[config.mk]
export PLATFORM = sky130hd
export DESIGN_NAME = ped_button_conditioner
export DESIGN_NICKNAME = d
export VERILOG_FILES = /design/src/rtl/trafficlight_pkg.sv /design/src/rtl/sync_2ff.sv /design/src/rtl/ped_button_conditioner.sv
export SDC_FILE = /design/constraint.sdc
export NUM_CORES = 1
export LEC_CHECK = 0
export BUFFER_PORTS_ARGS = -buffer_cell sky130_fd_sc_hd__buf_2
export CAP_MARGIN = 20
export CORE_MARGIN = 3
export CORE_UTILIZATION = 62
export DETAILED_ROUTE_END_ITERATION = 10
export PLACE_DENSITY = 0.8
export SKIP_LAST_GASP = 1
export SYNTH_ARGS = -nofsm -noshare
export SYNTH_HDL_FRONTEND = slang
export SYNTH_SLANG_ARGS = --single-unit
[constraint.sdc]
create_clock -name clk -period 2.8 [get_ports clk]
set_input_delay 0.84 -clock clk [delete_from_list [all_inputs] [get_ports clk]]
set_output_delay 0.84 -clock clk [all_outputs]
set_load 0.01 [all_outputs]
[src/rtl/trafficlight_pkg.sv]
// Shared types and timing helpers for the traffic-light controller and its front ends.
package trafficlight_pkg;

    typedef enum logic [1:0] {
        S_IDLE,
        S_PDEB,
        S_HELD,
        S_RDEB
    } btn_state_t;

    function automatic int ms_to_cycles(input int freq, input int ms);
        return freq / 1000 * ms;
    endfunction

endpackage

[src/rtl/sync_2ff.sv]
// Generic two-flop synchroniser for asynchronous board inputs; reset value is a parameter
// so an idle-high input can come out of reset already in its released state.
module sync_2ff #(
    parameter logic RST_VAL = 1'b0
) (
    input  logic clk,
    input  logic nreset,
    input  logic d,
    output logic q
);

    logic meta;

    always_ff @(posedge clk or negedge nreset) begin
        if (!nreset) begin
            meta <= RST_VAL;
            q    <= RST_VAL;
        end else begin
            meta <= d;
            q    <= meta;
        end
    end

endmodule

[src/rtl/ped_button_conditioner.sv]
// Pedestrian button front end: synchronise, debounce, press/long-press pulses and a held
// request level that the traffic-light controller clears once the crossing has been served.
module ped_button_conditioner
    import trafficlight_pkg::*;
#(
    parameter int FPGAFREQ     = 50_000_000,
    parameter int DEBOUNCE_MS  = 20,
    parameter int LONGPRESS_MS = 2000
) (
    input  logic       clk,
    input  logic       nreset,
    input  logic       b_npeaton,
    input  logic       accept_en,
    input  logic       req_ack,
    output logic       btn_level,
    output logic       press_pulse,
    output logic       long_pulse,
    output logic       sol_req,
    output logic       sol_light,
    output btn_state_t state_dbg
);

    localparam int DEB_CYC  = ms_to_cycles(FPGAFREQ, DEBOUNCE_MS);
    localparam int LONG_CYC = ms_to_cycles(FPGAFREQ, LONGPRESS_MS);
    localparam int CW       = $clog2(LONG_CYC + 1);

    localparam logic [CW-1:0] DEB_LAST  = CW'(DEB_CYC - 1);
    localparam logic [CW-1:0] LONG_LAST = CW'(LONG_CYC - DEB_CYC - 1);
    localparam logic [CW-1:0] LONG_MAX  = CW'(LONG_CYC);

    logic          btn_sync;
    logic          btn_s;
    btn_state_t    state, state_nx;
    logic [CW-1:0] deb_cnt, deb_cnt_nx;
    logic [CW-1:0] long_cnt, long_cnt_nx;
    logic          press_nx, long_nx, level_nx, req_nx;

    // Released button reads high, so the synchroniser resets to 1.
    sync_2ff #(.RST_VAL(1'b1)) u_sync (
        .clk    (clk),
        .nreset (nreset),
        .d      (b_npeaton),
        .q      (btn_sync)
    );

    assign btn_s = ~btn_sync;

    always_comb begin
        state_nx    = state;
        deb_cnt_nx  = deb_cnt;
        long_cnt_nx = long_cnt;
        press_nx    = 1'b0;
        long_nx     = 1'b0;
        case (state)
            S_IDLE: begin
                long_cnt_nx = '0;
                if (btn_s) begin
                    state_nx   = S_PDEB;
                    deb_cnt_nx = '0;
                end
            end
            S_PDEB: begin
                if (!btn_s) begin
                    state_nx = S_IDLE;
                end else if (deb_cnt == DEB_LAST) begin
                    state_nx    = S_HELD;
                    press_nx    = 1'b1;
                    deb_cnt_nx  = '0;
                    long_cnt_nx = '0;
                end else begin
                    deb_cnt_nx = deb_cnt + 1'b1;
                end
            end
            S_HELD: begin
                if (!btn_s) begin
                    state_nx   = S_RDEB;
                    deb_cnt_nx = '0;
                end else begin
                    // Saturating so the long-press match can only ever be hit once per press.
                    if (long_cnt != LONG_MAX) long_cnt_nx = long_cnt + 1'b1;
                    if (long_cnt == LONG_LAST) long_nx = 1'b1;
                end
            end
            S_RDEB: begin
                if (btn_s) begin
                    state_nx = S_HELD;
                end else if (deb_cnt == DEB_LAST) begin
                    state_nx = S_IDLE;
                end else begin
                    deb_cnt_nx = deb_cnt + 1'b1;
                end
            end
            default: state_nx = S_IDLE;
        endcase
        level_nx = (state_nx == S_HELD) || (state_nx == S_RDEB);
    end

    // Request handshake: sol_req is raised by an accepted press and stays high until the
    // controller pulses req_ack for one cycle; ack wins over a same-cycle press, and a long
    // press withdraws the request.
    always_comb begin
        req_nx = sol_req;
        if (req_ack)                        req_nx = 1'b0;
        else if (long_pulse)                req_nx = 1'b0;
        else if (press_pulse && accept_en)  req_nx = 1'b1;
    end

    always_ff @(posedge clk or negedge nreset) begin
        if (!nreset) begin
            state       <= S_IDLE;
            deb_cnt     <= '0;
            long_cnt    <= '0;
            btn_level   <= 1'b0;
            press_pulse <= 1'b0;
            long_pulse  <= 1'b0;
            sol_req     <= 1'b0;
        end else begin
            state       <= state_nx;
            deb_cnt     <= deb_cnt_nx;
            long_cnt    <= long_cnt_nx;
            btn_level   <= level_nx;
            press_pulse <= press_nx;
            long_pulse  <= long_nx;
            sol_req     <= req_nx;
        end
    end

    assign sol_light = sol_req;
    assign state_dbg = state;

endmodule

======== Word level (Yosys, flattened, before mapping) ========
Cells that the tools add are included.
storage, ports and cells
  register bits after elaboration ......... 62
  word-level logic and storage cells ...... 62
operators by class
  reduce and logical (&&, ||, !) cells .... 7
  $add $sub $neg .......................... 2
  muxes and demuxes ....................... 28
  eq/ne operators ......................... 16
operators with widths
  kind                                                    number
  2-to-1 mux 27 bit                                       10
  one-hot mux 27 bit (4 select lines)                     1
  one-hot mux 27 bit (3 select lines)                     1
  adder 27 x 1 -> 27 bit (second input constant)          2
  == test 27 x 20 -> 1 bit (second input constant)        1
  == test 27 bit (second input constant)                  1
  inequality test 27 bit (second input constant)          1
  2-to-1 mux 2 bit                                        6
  inequality test 2 bit (second input constant)           6
  AND reduction 5 bit                                     2
  2-to-1 mux 1 bit                                        9
  == test 2 bit (second input constant)                   4
  one-hot mux 2 bit (4 select lines)                      1
  nonzero test 3 bit                                      2
  inequality test 2 x 1 -> 1 bit (second input constant)  2
  == test 2 x 1 -> 1 bit (second input constant)          1
  zero test 2 bit                                         1
  logical AND 1 bit                                       1
  logical OR 1 bit                                        1

======== Logic depth before layout (Yosys ltp) ========
  depth in word-level cells ............... 6
  mapped depth ............................ 9

======== By module ========
From an unflattened synthesis, not the netlist that was laid out.
second synthesis, totals
  cells, all modules ...................... 387
  area total of the unflattened synthesis .. 3627.2 sq um
modules (own cells, without submodules)
  module                  seq. area each (sq um)  cells each  area each (sq um)  times used
  ped_button_conditioner  1476.4                  385         3574.7             1
  sync_2ff                52.6                    2           52.6               1

======== Worst setup path before layout ========
OpenSTA, ideal clock, no wires.
  kind .................................... register -> register
  start point ............................. register deb_cnt[0]
  end point ............................... register long_cnt[16]
  data required time ...................... 2.667 ns
  setup time .............................. 0.133 ns
  arrival time ............................ 2.009 ns
  period minus slack after synthesis ...... 2.141 ns
  stages on the path, launching flop included .. 10
  path buffers ............................ 2
  setup slack ............................. 0.659 ns
  cells stage by stage .................... dfrtp_1 ha_1 and2_1 buf_2 nand4b_2 o41ai_4 nor2_2 buf_6 o21ai_2 o31ai_2
on the way
  longest elaborated chain between the ends .. 3
ends and longest elaborated chain
  item                                    RTL line                       source
  start: declaration                      ped_button_conditioner.sv:34   logic [CW-1:0] deb_cnt, deb_cnt_nx;
  start signal: assignment                ped_button_conditioner.sv:119  deb_cnt <= deb_cnt_nx;
  == test 27 x 20 -> 1 bit                ped_button_conditioner.sv:65   end else if (deb_cnt == DEB_LAST) begin
  inequality test 2 bit (no source line)  n/a
  AND reduction 5 bit (no source line)    n/a
  end signal: assignment                  ped_button_conditioner.sv:120  long_cnt <= long_cnt_nx;
  end: declaration                        ped_button_conditioner.sv:35   logic [CW-1:0] long_cnt, long_cnt_nx;
No other way between the ends.
A chain may end at the register's enable or synchronous reset.

======== Final worst setup path ========
  start point ............................. register deb_cnt[0]
  end point ............................... register long_cnt[13]
The elaborated chain is that of the path after synthesis.

==> flow_metrics.env <==
export IMPL_most_common_layout_cells="dfrtp_1, nor2_1, nand2_1, nor3_1"
export IMPL_ant_nets=0
export IMPL_netlist_instances=388
export IMPL_drt_iter0_drc=226
export IMPL_p_switching_uw=417
export IMPL_drcViolationCount=0
export IMPL_root_buffer="clkbuf_8"
export IMPL_cp_required_ns=3.03
export IMPL_grt_busiest_layer="met1"
export IMPL_ys_flop_type="dfrtp_1"
export IMPL_cp_top_family="compound AO/OA/AOI/OAI gates"
export IMPL_finalPower_mw=1.68
export IMPL_cts_tree="done"
export IMPL_drive_above_1_share_pct=16.1
export IMPL_hpwl_mm=5.51
export IMPL_antenna_cells=0
export IMPL_finalSetupViolations=0
export IMPL_worstMarginPinSlew_ns=0.772
export IMPL_fin_nets=400
export IMPL_post_cts_buffers=0
export IMPL_internal_power_mw=1.26
export IMPL_ir_worst_vdd_mv=0.311
export IMPL_use_met1_pct=40.9
export IMPL_gr_usage_met2_pct=35.2
export IMPL_status="finished clean"
export IMPL_synthArstFlopShare_pct=100
export IMPL_power_share_clock_pct=40.6
export IMPL_skew_ns=0.00948
export IMPL_yosys_register_bits=61
export IMPL_worst_path_buf_inv=1
export IMPL_switching_share_pct=24.8
export IMPL_pwr_share_seq_pct=54.1
export IMPL_port_buffers=11
export IMPL_ys_warn_count=0
export IMPL_hp_class="reg2reg"
export IMPL_hold_viol_final=0
export IMPL_worstSetupEndpointType="flop"
export IMPL_cts_buffers=9
export IMPL_yosysUniqueCellTypes=59
export IMPL_slowest_delay_ns=0.41
export IMPL_start_util_pct=65.1
export IMPL_grt_max_degree=62
export IMPL_drt_pass1_iter_count=4
export IMPL_syn2layout_area_growth_pct=6.00
export IMPL_num_vias=3047
export IMPL_grt_usage_pct=25.8
export IMPL_dp_cells=453
export IMPL_avgSynthCellArea_sq_um=9.41
export IMPL_wire_per_inst_um=17.2
export IMPL_drv_slew=0
export IMPL_yosysSeqAreaShare_pct=41.9
export IMPL_cts_max_path_buffers=2
export IMPL_insertion_delay_ns=0.34
export IMPL_p_leak_nw=1.59
export IMPL_rsz0062_at_grt="false"
export IMPL_clock_sinks=61
export IMPL_pwr_share_comb_pct=5.3
export IMPL_io_pins=12
export IMPL_synth_nets=396
export IMPL_crit_path_cell_trace="ha_1, and2_1, nand4b_2, o41ai_4, buf_4, o21ai_2, o41ai_1"
export IMPL_critPathMaxFanout=12
export IMPL_crit_arrival_ns=2.67
export IMPL_routed_wl_mm=8.05
export IMPL_synth_area_sq_um=3650
export IMPL_die_height_um=82.8
export IMPL_htreeDepth=3
export IMPL_grt_pass1_wl_mm=13.5
export IMPL_grt_overflow=0
export IMPL_fin_crit_ns=2.44
export IMPL_fmax_mhz=409
export IMPL_via_per_inst=6.50
export IMPL_layout_commonest_cell="dfrtp_1"
export IMPL_use_met3_pct=3.58
export IMPL_cts_hold_buf=0
export IMPL_antenna_found_initial=0
export IMPL_maxSlewHeadroom_pct=48.5
export IMPL_maxCapViolations=0
export IMPL_finalSetupTns_ns=0
export IMPL_startpoint_type="flop"
export IMPL_first_global_vias=2664
export IMPL_synth_edf_count=0
export IMPL_slowest_stage="dfrtp_1"
export IMPL_cts_resized=0
export IMPL_instances_no_fill=469
export IMPL_place_gp_congestion=0.920
export IMPL_coreArea_sq_um=5610
export IMPL_period_share_pct=87.3
export IMPL_setup_worst_path_class="reg2reg"
export IMPL_die_area_sq_um=6850
export IMPL_rows=27
export IMPL_power_density_nw_per_um2=434
export IMPL_clk_pin_slew_ns=0.07
export IMPL_die_x_um=82.8
[sequential cells by signal, summed over array words and instances (netlist names)]
signal	flops
btn_level	1
u_sync.q	1
long_cnt	27
deb_cnt	27
long_pulse	1
sol_light	1
state_dbg	1
u_sync.meta	1
press_pulse	1
[per-layer routing]
layer / vias up / wire length, um / part of all wire [%]
met3: 17 / 487 / 6.0
li1: 1423 / - / -
met4: 0 / 157 / 2.0
met1: 1485 / 3910 / 49
met2: 122 / 3500 / 43
met5: - / 0 / 0
[kinds of logic after synthesis]
kind of cell | synth area share [%]
AND/OR/NAND/NOR | 29.9
AO/OA/AOI/OAI | 15.4
flip-flops | 41.9
XOR/XNOR | 7.43
buffers and inverters | 3.77
adder cells (fa/ha/maj) | 1.03
multiplexers | 0.582
[power by group through the flow]
stage | Combinational (mW) | Sequential (mW) | Clock [mW]
6_report | 0.0894 | 0.910 | 0.682
3_3_place_gp | 0.0876 | 0.924 | 0
5_1_grt | 0.101 | 0.911 | 0.727
4_1_cts | 0.0900 | 0.909 | 0.685
3_5_place_dp | 0.0895 | 0.925 | 0
2_1_floorplan | 0.0593 | 0.920 | 0
[cells in the mapped netlist, types with 3 or more instances]
cell type  number  area, sq um
nor4_1          5         31.3
o31ai_2         8          100
o21ai_2        10         87.6
or3_1           3         18.8
buf_4           3         22.5
nor4b_1         5         43.8
o21ai_0         9         45.0
o21ai_1        10         50.1
dfrtp_1        59         1480
nand2_1        36          135
and4_1          7         61.3
a31oi_1         7         43.8
buf_2           5         25.0
nor3_1         19         95.1
xnor2_1        13          114
a21oi_1        11         55.1
nand4_1        17          106
ha_1            3         37.5
nor2_1         45          169
nor2b_1         5         31.3
a22o_1          3         26.3
nand3_1        18         90.1
and2_1          4         25.0
and3_1          8         50.1
clkbuf_1       12         45.0
xor2_1         18          158
buf_6           3         33.8
[worst paths after layout]
| check | start | to | slack, ns | cells after the start |
|---|---|---|---|---|
| worst max-delay path | deb_cnt[0] | long_cnt[13] | 0.36 | 7 |
| worst min-delay path | u_sync.meta | u_sync.q | 0.36 | 0 |
| worst max register to register | deb_cnt[0] | long_cnt[13] | 0.36 | 7 |
| worst min register to register | u_sync.meta | u_sync.q | 0.36 | 0 |
| max in group asynchronous | nreset | long_cnt[0] | 1.63 | 2 |
| min in group asynchronous | nreset | deb_cnt[25] | 0.65 | 2 |
[area by class of cell]
| type | count | area [sq um] |
|---|---|---|
| well taps | 72 | 90.1 |
| inverters | 3 | 11.3 |
| flip-flops and latches | 61 | 1530 |
| fillers | 425 | 1740 |
| repair buffers | 16 | 92.6 |
| clock buffers | 14 | 153 |
| clock inverters | 2 | 10.0 |
| multi-input cells | 301 | 1990 |
[stage by stage]
stage	setup WS [ns]	cell area, sq um	utilization, %	hold WS [ns]
floorplan	0.659	3650	-	0.345
global placement	0.489	3710	66.1	0.346
detailed placement	0.366	3710	66.1	0.351
CTS	0.352	3870	69.0	0.366
global route	0.136	3870	69.0	0.372
finish	0.355	3870	69.0	0.364
Note: power is estimated with default switching activity, not from simulation.
